## src/rtl/switch_debouncer_pkg.sv

```systemverilog
// Shared constants and types for the slide-switch conditioning stage.
package switch_debouncer_pkg;

    // Board clock and the settle time the switches need.
    localparam int CLK_HZ      = 50_000_000;
    localparam int DEBOUNCE_MS = 10;

    // Convert a settle time in milliseconds into clock cycles.
    function automatic int ms_to_cycles(input int clk_hz, input int ms);
        return (clk_hz / 1000) * ms;
    endfunction

    // Default settle window: 10 ms at 50 MHz = 500000 cycles.
    localparam int DEBOUNCE_CYCLES_DEF = ms_to_cycles(CLK_HZ, DEBOUNCE_MS);

    // Per-edge decision taken by each bit's debounce logic.
    typedef enum logic [1:0] {
        ACT_HOLD   = 2'd0,  // synchronised level agrees with clean state
        ACT_COUNT  = 2'd1,  // disagreement, still inside the settle window
        ACT_ACCEPT = 2'd2   // disagreement held for the full window
    } db_act_e;

endpackage

```

## src/rtl/switch_debouncer_bit.sv

```systemverilog
// One switch bit: two-flop synchroniser followed by a stable-count debouncer.
module debounce_bit
    import switch_debouncer_pkg::*;
#(
    parameter int DEBOUNCE_CYCLES = DEBOUNCE_CYCLES_DEF,
    parameter int CNT_W           = $clog2(DEBOUNCE_CYCLES + 1)
) (
    input  logic clk,
    input  logic reset,
    input  logic raw_i,
    output logic clean_o,
    output logic changed_o
);

    // Last count value before a disagreement is accepted; the counter never
    // goes past this, so it cannot wrap.
    localparam logic [CNT_W-1:0] CNT_LAST = CNT_W'(DEBOUNCE_CYCLES - 1);

    logic             sync1_q, sync2_q;
    logic [CNT_W-1:0] cnt_q, cnt_d;
    logic             clean_q, clean_d;
    logic             chg_q, chg_d;
    db_act_e          act;

    // Two back-to-back flops bring the asynchronous pin into the clk domain.
    always_ff @(posedge clk) begin
        if (reset) begin
            sync1_q <= 1'b0;
            sync2_q <= 1'b0;
        end else begin
            sync1_q <= raw_i;
            sync2_q <= sync1_q;
        end
    end

    // Classify this edge: agree, keep counting, or accept the new level.
    always_comb begin
        act = ACT_HOLD;
        if (sync2_q != clean_q) begin
            act = (cnt_q == CNT_LAST) ? ACT_ACCEPT : ACT_COUNT;
        end
    end

    // Next-state: any agreement (including a glitch ending) clears the count.
    always_comb begin
        cnt_d   = '0;
        clean_d = clean_q;
        chg_d   = 1'b0;
        case (act)
            ACT_COUNT:  cnt_d = cnt_q + CNT_W'(1);
            ACT_ACCEPT: begin
                clean_d = sync2_q;
                chg_d   = 1'b1;
            end
            default: ;
        endcase
    end

    // Debounce state registers; reset discards any count in progress.
    always_ff @(posedge clk) begin
        if (reset) begin
            cnt_q   <= '0;
            clean_q <= 1'b0;
            chg_q   <= 1'b0;
        end else begin
            cnt_q   <= cnt_d;
            clean_q <= clean_d;
            chg_q   <= chg_d;
        end
    end

    assign clean_o   = clean_q;
    assign changed_o = chg_q;

endmodule

```

## src/rtl/switch_debouncer.sv

```systemverilog
// Slide-switch conditioning: WIDTH independent synchronise+debounce lanes
// feeding the PIO in_port, plus per-bit and aggregate change strobes.
module switch_debouncer
    import switch_debouncer_pkg::*;
#(
    parameter int WIDTH           = 9,
    parameter int DEBOUNCE_CYCLES = DEBOUNCE_CYCLES_DEF,
    parameter int CNT_W           = $clog2(DEBOUNCE_CYCLES + 1)
) (
    input  logic             clk,
    input  logic             reset,
    input  logic [WIDTH-1:0] sw_raw,
    output logic [WIDTH-1:0] sw_clean,
    output logic [WIDTH-1:0] sw_changed,
    output logic             any_changed
);

    logic [WIDTH-1:0] clean_w;
    logic [WIDTH-1:0] chg_w;
    logic             any_q, any_d;

    // Each bit settles on its own schedule; bits only pulse together when
    // their counts happen to finish on the same edge.
    for (genvar b = 0; b < WIDTH; b++) begin : g_bit
        debounce_bit #(
            .DEBOUNCE_CYCLES(DEBOUNCE_CYCLES),
            .CNT_W          (CNT_W)
        ) u_bit (
            .clk      (clk),
            .reset    (reset),
            .raw_i    (sw_raw[b]),
            .clean_o  (clean_w[b]),
            .changed_o(chg_w[b])
        );
    end

    // Aggregate strobe is the OR of the per-bit strobes, one edge later.
    always_comb begin
        any_d = |chg_w;
    end

    // Register the aggregate so every output comes straight from a flop.
    always_ff @(posedge clk) begin
        if (reset) begin
            any_q <= 1'b0;
        end else begin
            any_q <= any_d;
        end
    end

    assign sw_clean    = clean_w;
    assign sw_changed  = chg_w;
    assign any_changed = any_q;

endmodule

```

## config.mk

```make
export PLATFORM = sky130hd
export DESIGN_NAME = switch_debouncer
export DESIGN_NICKNAME = d
export VERILOG_FILES = /design/src/rtl/switch_debouncer_pkg.sv /design/src/rtl/switch_debouncer_bit.sv /design/src/rtl/switch_debouncer.sv
export SDC_FILE = /design/constraint.sdc
export NUM_CORES = 1
export LEC_CHECK = 0
export ABC_AREA = 1
export CAP_MARGIN = 20
export CORE_ASPECT_RATIO = 1.2
export CORE_MARGIN = 2
export CORE_UTILIZATION = 45
export DETAILED_ROUTE_END_ITERATION = 16
export GPL_TIMING_DRIVEN = 0
export PLACE_DENSITY = 0.62
export RECOVER_POWER = 100
export SYNTH_ARGS = -nofsm -noshare
export SYNTH_HDL_FRONTEND = slang
export SYNTH_SLANG_ARGS = --single-unit
```

## constraint.sdc

```tcl
create_clock -name clk -period 1.6 [get_ports clk]
set_clock_uncertainty 0.1 [all_clocks]
set_input_delay 0.24 -clock clk [delete_from_list [all_inputs] [get_ports clk]]
set_output_delay 0.24 -clock clk [all_outputs]
set_load 0.03 [all_outputs]
```

Word level (Yosys, flattened, before mapping)
Index checks and enable logic that the tools add are counted. W data, S select, Z words.

Shifts and indexed selects: 0. Add/sub/neg operators: 9. Reductions and logical operators: 10. Magnitude comparators: 0. Mux-type cells: 27. Equality and inequality tests: 36. Bitwise operators: 9. Divide/modulo/power cells: 0. $mul: 0.

Operator list (number): $add A19 B1 Y19 const B (9); $eq A19 B19 Y1 const B (9); $mux W2 (18); $eq A2 B1 Y1 const B (9); $eq A2 B2 Y1 const B (9); $reduce_or A2 Y1 (9); $mux W1 (9); $ne A1 B1 Y1 (9); $not A1 Y1 (9); $reduce_or A9 Y1 (1).

Output and inout bits: 19. Bits in registers: 208. Memories kept: 0. Memory bits (writable): 0. ROM bits: 0. Input port bits: 11. Bits in latches: 0.

Logic depth before layout (Yosys ltp)
Gate-level depths: netlist (run 1).

Word-level depth: 6. Depth in mapped cells: 10. Depth with buffers taken out: 10.

Hierarchy
A second synthesis (run 1) with hierarchy kept.

Cells, all modules: 1613. Area total of the unflattened synthesis: 10582.6 µm².

By module, submodules not included: debounce_bit at g_bit[0].u_bit ... (cells each 180, times used 8, sequential area each 460.4 µm², area an instance 1171.1 µm²); debounce_bit at g_bit[5].u_bit (cells each 163, times used 1, sequential area each 460.4 µm², area an instance 1158.6 µm²); switch_debouncer (cells each 10, times used 1, sequential area each 20.0 µm², area an instance 55.1 µm²).

Least setup slack after synthesis (run 1)
OpenSTA, ideal clock, no wires.

Path kind: register -> register. Start point: reg g_bit[5].u_bit.cnt_q[0]. End point: reg g_bit[5].u_bit.cnt_q[10]. Data arrival time: 1.318 ns. Library setup time: 0.115 ns. Stages on the path, launching flop included: 8. Path slack: 0.068 ns. Period minus slack after synthesis: 1.532 ns. Data required time: 1.385 ns. Cells stage by stage: dfxtp_1 ha_1 nand3_1 nor2_1 nand3_1 nand2_2 buf_4 nor2_1.

Word-level cells in the longest chain between the ends: 6.

Ends and longest elaborated chain: start: declaration (line switch_debouncer_bit.sv:20) `logic [CNT_W-1:0] cnt_q, cnt_d;`; start signal: assignment (line switch_debouncer_bit.sv:66) `cnt_q <= cnt_d;`; $eq A19 B19 Y1 (line switch_debouncer_bit.sv:40) `act = (cnt_q == CNT_LAST) ? ACT_ACCEPT : ACT_COUNT;`; $mux W2 (line switch_debouncer_bit.sv:40); $mux W2 (line switch_debouncer_bit.sv:39) `if (sync2_q != clean_q) begin`; $eq A2 B1 Y1 (line switch_debouncer_bit.sv:49) `case (act)`; $not A1 Y1 (no line); $reduce_or A2 Y1 (no line).

Several ways; a longest one is shown, not always the timed one. A chain may end at the register's enable or synchronous reset.

Final worst setup path (run 1)
Start point: reg g_bit[0].u_bit.cnt_q[0]. End point: reg g_bit[0].u_bit.cnt_q[12].

Word-level cells in the longest chain between the ends: 6.

Ends and longest elaborated chain (line): start: declaration (switch_debouncer_bit.sv:20); start signal: assignment (switch_debouncer_bit.sv:66); $eq A19 B19 Y1 (switch_debouncer_bit.sv:40); $mux W2 (switch_debouncer_bit.sv:40); $mux W2 (switch_debouncer_bit.sv:39); $eq A2 B1 Y1 (switch_debouncer_bit.sv:49); $not A1 Y1 (no line); $reduce_or A2 Y1 (no line).

Several ways; a longest one is shown, not always the timed one.

==> impl_metrics.toml, run 1 <==
[synth]
ys_warn_count = 0
async_flop_share = 0
syn_avg_cell_area_sq_um = 6.62
synthCells = 1552
syn_area_sq_um = 10300
ys_ff_latch = 208
synth_top_area_cell = "dfxtp_1"
synth_common_cells = "nand2_1 (417), nor2_1 (366), dfxtp_1 (208)"
synth_edf_count = 0
yosys-top-cells-area = "dfxtp_1 (41%), nand2_1 (15%), nor2_1 (13%)"
yosysMostFrequentCell = "nand2_1"
synth_cell_types = 32
syn_nets = 1572
synth_top_area_frac = 0.405
yosysSeqAreaShare = 0.405
synth_flop_cell = "dfxtp_1"

[die]
ios = 30
num_rows = 60
die_x_um = 142
die_area_sq_um = 24100
die_h_um = 170
start_util = 0.458
core_sq_um = 22400

[worst_setup_path]
crit_cells = 7
cp_cell_sequence = "ha_4 -> nand2_2 -> nor2_4 -> nand3_4 -> o21bai_4 -> buf_6 -> nor2_1"
r2r_setup_slack_ps = 20
end_kind = "flip-flop"
r2r-start = "g_bit[0].u_bit.cnt_q[0]"
ff2ff_path_depth = 7
crit_path_max_incr_delay_ps = 360
critical_path_buf_inv_count = 1
worstSetupPathType = "reg -> reg"
critical_path_required_ps = 1910
crit_family = "simple AND/OR/NAND/NOR gates"
crit_fanout = 5
cp.arrival_ps = 1890
cpMaxStageDelayCell = "dfxtp_4"
critPathLaunch = "g_bit[0].u_bit.cnt_q[0]"
r2r-end = "g_bit[0].u_bit.cnt_q[12]"
setup.worst_path.end = "g_bit[0].u_bit.cnt_q[12]"
crit_path_start_kind = "flip-flop"

[run_status]
status = "completed"

[detailed_routing]
vias = 9236
antenna_left = 0
drc_errors = 0
drtIter0Drc = 352
via_per_inst = 4.79
first_pass_iters = 6
routedWlPerCell_um = 11.6
drt_wl_total_um = 22300

[timing]
min_period_ps = 1580
finalSetupViolCount = 0
setup_slack_ps = 24.6
slew_viol_final = 0
fin_tns_setup_ps = 0
hold-worst-slack_ps = 130
relSlewSlack = 0.628
tightest_slew_ps = 558
finalCritPeriodShare = 0.985
final-hold-violation-count = 0
fmax_mhz = 635
rsz0062_at_grt = "yes"

[power_and_ir_drop]
seq_power_share = 0.478
pwr-share-comb = 0.016
p_clk_frac = 0.507
vdd_drop_max_mv = 0.859
internal-power_uw = 8690
net-switching-power_uw = 2240
switching_share = 0.205
report.power.total_uw = 10900
leakage_uw = 0.00434
power.density_nw_per_um2 = 895

[cells_and_area]
multi_input_area_sq_um = 5560
finalNonFillerCells = 1929
antenna_cells = 0
fillers = 2187
seq_area_sq_um = 4210
area_delta_synth_final_pct = 18.8
layout.nets = 1655
layout-drive-gt1-share = 0.136

[cts]
postCtsHoldBufs = 0
cts.sinks = 208
path_clk_slew_ps = 60
cts-htree-levels = 1
cts_tree = "done"
cts-root-buf = "clkbuf_16"
numCtsBuffers = 23
clk_latency_ps = 520
clock_path_buffers = 3

[global_route]
antenna_found_initial = 0
grt_pass1_wl_um = 38100
grt_usage = 0.187
grt_overflow = 0
grt_pass1_vias = 8707
grt_max_degree = 14

[placed_design]
io_buffers = 29
hpwl_um = 15800
globalplace.congestion = 0.869
place_inst = 1860
pre_cts_ws_ps = -444

[worst_hold_path]
hold_class = "in -> reg"
worstHoldStart = "sw_raw[5]"

[flow_run]
drv_cap = 0
==> state kept, by name, indices dropped and copies added, names as in the netlist <==
| name | count |
|---|---|
| any_changed | 1 |
| g_bit.u_bit.changed_o | 9 |
| g_bit.u_bit.clean_o | 9 |
| g_bit.u_bit.cnt_q | 171 |
| g_bit.u_bit.sync1_q | 9 |
| g_bit.u_bit.sync2_q | 9 |
==> layer usage <==
metal,vias up,global-route usage,routed length [um]
met4,0,0.0626,529
met5,-,0,0
met2,127,0.326,10500
met1,4101,0.236,10500
met3,44,0.0299,757
li1,4964,-,-
==> power groups by stage <==
stage	Combinational [uW]	Sequential, uW	Clock (uW)
global route	192	5220	5930
finish	170	5220	5540
detailed placement	151	5340	0
floorplan	91.0	5330	0
CTS	171	5230	5710
global placement	151	5340	0
==> per-stage QoR <==
step / instance area, sq um / utilization
detailed placement: 10900 / 0.486
CTS: 12000 / 0.533
finish: 12200 / 0.544
floorplan: 10300 / -
global route: 12200 / 0.544
global placement: 10900 / 0.486
==> worst reg2reg max path, stage by stage, from the launching register on <==
cell      delay, ps
dfxtp_4         360
ha_4            150
nand2_2          70
nor2_4          170
nand3_4         120
o21bai_4        280
buf_6           170
nor2_1           50
==> worst min path at each step <==
stage | end | cells past startpoint
finish | g_bit[5].u_bit.sync1_q | 3
global route | g_bit[5].u_bit.sync1_q | 3
CTS | g_bit[5].u_bit.sync1_q | 3
detailed placement | g_bit[0].u_bit.sync2_q | 2
global placement | g_bit[4].u_bit.sync2_q | 2
floorplan | g_bit[0].u_bit.sync1_q | 2
==> logic make-up after synthesis <==
logic type                 count (synthesis)  share of synthesized area
AOI/OAI and AO/OA                         81                     0.0416
xor gates and xnor gates                  56                     0.0477
adders and majority gates                  9                     0.0110
buffers and inverters                    205                     0.0880
DFF                                      208                      0.405
and+or+nand+nor                          993                      0.406
==> cell type report <==
type / instances / area share
multi-input combinational: 1139 / 0.455
sequential: 208 / 0.345
inverter: 175 / 0.0538
clock buffer: 29 / 0.0514
timing repair buffer: 58 / 0.0333
tap: 279 / 0.0286
buffer: 30 / 0.0203
clock inverter: 11 / 0.0130
==> placed cells by master (no fill, tap or decap), drive strengths merged, types with 6 or more instances in the layout <==
| master | synthesis | final |
|---|---|---|
| buf | 28 | 58 |
| xnor2 | 22 | 22 |
| nand3b | 16 | 16 |
| xor2 | 34 | 34 |
| clkinv | 0 | 6 |
| a21oi | 64 | 64 |
| nand2 | 426 | 426 |
| clkbuf | 2 | 48 |
| nor2 | 376 | 376 |
| ha | 9 | 9 |
| nand4 | 25 | 25 |
| or2 | 23 | 23 |
| o21ai | 12 | 12 |
| inv | 175 | 176 |
| nor3 | 29 | 29 |
| dfxtp | 208 | 208 |
| and2 | 12 | 12 |
| clkdlybuf4s50 | 0 | 10 |
| nand3 | 85 | 85 |
==> repair_timing <==
item,in CTS,in global routing
resized for setup,135,73
setup buffers,19,9
cloned,0,1
endpoints found under the setup margin,168,155
pin swaps,10,12
(Power assumes the default switching activity.)
==> run 2: changes to the inputs <==
Settings changed: SYNTH_HIERARCHICAL from default to 1.
==> run 2 against run 1 <==
Sequential power hardly changed. Sequential share of layout area is 0.42 points lower. Routed wire length is 3.4% lower. Clock power is 13% lower. Maximum frequency is 2.0% higher. Register-to-register slack better by 60 ps. First-iteration DRC count is 16% higher. Worst setup slack better by 31 ps. Critical path depth is 6 lower. Largest power group is now sequential cells.
==> impl_metrics.toml, run 2 <==
[placed_design]
globalplace.congestion = 0.876
hpwl_um = 15800
io_buffers = 29
place_inst = 1958

[global_route]
grt_max_degree = 19
grt_overflow = 0
grt_usage = 0.178
grt_pass1_vias = 8597
grt_pass1_wl_um = 37200
antenna_found_initial = 0

[cells_and_area]
antenna_cells = 0
utilization = 0.529
layout.nets = 1709
final_cell_mix = "nand2_1 (435), nor2_1 (406), inv_1 (219)"
area_delta_synth_final_pct = 15.6
final_common_cell = "nand2_1"
layout-drive-gt1-share = 0.0962
largest-register = "g_bit.u_bit/cnt_q"
largest_register_ff_count = 171
fillers = 2301
finalNonFillerCells = 2020

[detailed_routing]
drtIter0Drc = 408
antenna_left = 0
drt_wl_total_um = 21500
vias = 9368
drc_errors = 0
first_pass_iters = 7
via_per_inst = 4.64
routedWlPerCell_um = 10.7

[worst_hold_path]
hold_class = "in -> reg"

[synth]
yosysSeqAreaShare = 0.393
ys_warn_count = 6
syn_avg_cell_area_sq_um = 6.56
syn_nets = 1633
synth_edf_count = 0
synthCells = 1613
synth_cell_types = 25
synth_top_area_cell = "dfxtp_1"
syn_area_sq_um = 10600
ys_ff_latch = 208
async_flop_share = 0
yosys-top-cells-area = "dfxtp_1 (39%), nand2_1 (15%), nor2_1 (14%)"
synth_top_area_frac = 0.393
yosysMostFrequentCell = "nand2_1"
synth_flop_cell = "dfxtp_1"
synth_common_cells = "nand2_1 (435), nor2_1 (407), inv_1 (219)"

[die]
core_sq_um = 23100
start_util = 0.458
ios = 30
die_h_um = 172
num_rows = 61
die_area_sq_um = 24800
die_x_um = 144

[power_and_ir_drop]
vdd_drop_max_mv = 0.682
leakage_uw = 0.00456
report.power.total_uw = 10200
power.density_nw_per_um2 = 835

[timing]
slew_viol_final = 0
relSlewSlack = 0.561
hold-worst-slack_ps = 150
finalCritPeriodShare = 0.965
min_period_ps = 1540
rsz0062_at_grt = "yes"
finalSetupViolCount = 0
final-hold-violation-count = 0
tightest_slew_ps = 659
fmax_mhz = 647
fin_tns_setup_ps = 0

[worst_setup_path]
crit_path_max_incr_delay_ps = 380
crit_family = "flip-flops"
cp.arrival_ps = 1200
cpMaxStageDelayCell = "dfxtp_1"
crit_path_start_kind = "flip-flop"
crit_fanout = 2
cp_cell_sequence = "clkdlybuf4s15_2"
critical_path_required_ps = 1260
end_kind = "primary output"
worstSetupPathType = "reg -> out"
critical_path_buf_inv_count = 1
r2r_setup_slack_ps = 80

[cts]
cts.sinks = 208
cts_tree = "done"
path_clk_slew_ps = 60
cts-htree-levels = 1
postCtsHoldBufs = 0
cts-root-buf = "clkbuf_16"
clk_latency_ps = 510
numCtsBuffers = 23
clock_path_buffers = 3

[run_status]
status = "completed"

[flow_run]
drv_cap = 0
## run 2: cell types whose count changed after synthesis, moves of 19 or more
cell,delta
nor2_2,+19
buf_4,-20
inv_1,+45
xor2_1,+27
nor2_1,+41
a21oi_1,-20
## run 2: where the power goes
part           internal, uW  leakage (uW)  total (uW)  switching [uW]
registers              5210       0.00168        5220            16.9
logic                  88.9       0.00254         178            89.5
clock network          2790      0.000342        4820            2030
## run 2: metrics by stage
step / instance area (sq um) / worst slack (ps)
floorplan: 10600 / 112
global placement: 11300 / -1060
detailed placement: 11300 / -765
CTS: 12100 / 2.52
global route: 12200 / -3.06
finish: 12200 / 55.4
## run 2: final cells by class
type / instances / area [sq um] / area share
inverter: 227 / 852 / 0.0696
tap: 315 / 394 / 0.0322
clock buffer: 34 / 647 / 0.0529
buffer: 9 / 109 / 0.00890
clock inverter: 7 / 38.8 / 0.00317
sequential: 208 / 4170 / 0.340
timing repair buffer: 51 / 430 / 0.0352
multi-input combinational: 1169 / 5600 / 0.458
## run 2: cells by family (layout without fill, tap and decap cells)
family,Yosys count,count (layout),share of synthesized area
AOI/OAI and AO/OA,61,61,0.0393
xor gates and xnor gates,66,66,0.0546
adders and majority gates,9,9,0.0106
buffers and inverters,236,328,0.0904
DFF,208,208,0.393
and+or+nand+nor,1033,1033,0.412
## run 2: final timing paths
check,from,endpoint,cells past startpoint
setup reg to reg,g_bit[0].u_bit/cnt_q[0],g_bit[0].u_bit/cnt_q[0],7
setup / recovery,g_bit[0].u_bit/changed_o,sw_changed[0],1
hold / removal,sw_raw[2],g_bit[2].u_bit/sync1_q,3
hold reg to reg,g_bit[5].u_bit/sync1_q,g_bit[5].u_bit/sync2_q,2
## run 2: routing by layer
metal | part of all wire | global-route usage | wire [um]
met1 | 0.47 | 0.222 | 10000
met2 | 0.48 | 0.318 | 10200
met3 | 0.033 | 0.0249 | 708
met4 | 0.025 | 0.0524 | 532
met5 | 0 | 0 | 0
## run 2: repair_timing
item	in CTS	in global routing
endpoints found under the hold margin	0	0
setup buffers	18	0
setup endpoints to repair	129	154
resized for setup	61	39
cloned	1	2
pin swaps	8	11
==> run 3: changes to the inputs <==
Settings changed: GPL_TIMING_DRIVEN 0 to default.
==> run 3 against run 2 <==
Combinational power is essentially flat. Final area grew 2.1%. Non-clock buffer count grew 37. Maximum frequency is essentially flat. Critical path depth is the same. Clock power grew 3%. Worst hold slack gained 2.2 ps. Die area is the same. Via count grew 0.95%. Routed wire length grew 2.3%. Count of clock-buffer cells in the layout shrank 3. Sequential cell count is the same.
==> impl_metrics.toml, run 3 (synthesized netlist as in run 2, its figures left out) <==
[timing]
slew_viol_final = 0
final-hold-violation-count = 0
tightest_slew_ps = 363
fmax_mhz = 648
hold-worst-slack_ps = 152
relSlewSlack = 0.759
finalSetupViolCount = 0
min_period_ps = 1540
finalCritPeriodShare = 0.965

[cells_and_area]
antenna_cells = 0
utilization = 0.540
final_cell_mix = "nand2_1 (435), nor2_1 (411), inv_1 (216)"
final_common_cell = "nand2_1"
layout-drive-gt1-share = 0.111
largest_register_ff_count = 171
layout.nets = 1746
largest-register = "g_bit.u_bit/cnt_q"
fin_area_sq_um = 12500
area_delta_synth_final_pct = 18.0

[detailed_routing]
first_pass_iters = 5
drc_errors = 0
antenna_left = 0
vias = 9457
drtIter0Drc = 297
routedWlPerCell_um = 10.7
via_per_inst = 4.60
drt_wl_total_um = 22000

[worst_setup_path]
worstSetupPathType = "reg -> out"
crit_path_max_incr_delay_ps = 370
crit_path_start_kind = "flip-flop"
crit_family = "buffers and inverters"
cpMaxStageDelayCell = "clkdlybuf4s15_1"
critical_path_buf_inv_count = 1
cp.arrival_ps = 1200
critical_path_required_ps = 1260
end_kind = "primary output"
crit_fanout = 2
cp_cell_sequence = "clkdlybuf4s15_1"

[die]
start_util = 0.458
core_sq_um = 23100
num_rows = 61
ios = 30
die_h_um = 172
die_area_sq_um = 24800
die_x_um = 144

[placed_design]
place_area_sq_um = 11600
io_buffers = 29
globalplace.congestion = 0.911
hpwl_um = 16600

[cts]
cts-htree-levels = 1
path_clk_slew_ps = 60
cts-root-buf = "clkbuf_16"
cts.sinks = 208
postCtsHoldBufs = 0
clk_latency_ps = 500
cts_tree = "done"
numCtsBuffers = 23
clock_path_buffers = 3

[global_route]
grt_overflow = 0
grt_usage = 0.183
antenna_found_initial = 0
grt_max_degree = 20
grt_pass1_vias = 8893
grt_pass1_wl_um = 38100

[power_and_ir_drop]
leakage_uw = 0.00478
vdd_drop_max_mv = 0.870
power.density_nw_per_um2 = 830

[flow_run]
drv_cap = 0

[run_status]
status = "completed"

[worst_hold_path]
hold_class = "in -> reg"
==> run 3: through the flow <==
stage                     TNS (ps)  total power, uW  setup slack [ps]  cells
after global placement      -35620             5500              -266   2006
final                            0            10400              56.3   2054
after floorplan                  0             5420               112   1613
after detailed placement    -37960             5500              -283   2006
after CTS                        0            10600              1.45   2047
after global routing         -3.46            10800             -3.46   2054
==> run 3: where the power goes <==
part,internal [uW],total [uW],switching [uW]
Sequential,5210,5220,14.1
Combinational,92.3,179,87.1
Clock,2940,4970,2030
==> run 3: cell type report <==
class | count | area [sq um]
clock inverters | 7 | 41.3
inverters | 227 | 852
fillers | 2287 | 10600
repair buffers | 97 | 840
multi-input cells | 1169 | 5520
flip-flops and latches | 208 | 4170
clock buffers | 31 | 676
well taps | 315 | 394
==> run 3: repair_timing <==
action | 4_1_cts | 5_1_grt
resized for setup | 52 | 38
buffers inserted | 3 | 7
pin swaps | 3 | 12
setup endpoints to repair | 41 | 121
gates cloned | 0 | 0
==> run 3: metal layers <==
layer | vias to the layer above | GRT usage | part of all wire
met3 | 44 | 0.0191 | 0.028
met2 | 102 | 0.335 | 0.49
met4 | 0 | 0.0652 | 0.028
li1 | 5124 | - | -
met5 | - | 0 | 0
met1 | 4187 | 0.221 | 0.45
==> run 3: final timing paths <==
check | start | to | slack (ps) | depth (start not counted)
worst min register to register | g_bit[6].u_bit/sync1_q | g_bit[6].u_bit/sync2_q | 300 | 2
worst max register to register | g_bit[3].u_bit/cnt_q[1] | g_bit[3].u_bit/cnt_q[14] | 110 | 7
worst min-delay path | sw_raw[5] | g_bit[5].u_bit/sync1_q | 150 | 3
worst max-delay path | g_bit[8].u_bit/changed_o | sw_changed[8] | 60 | 1
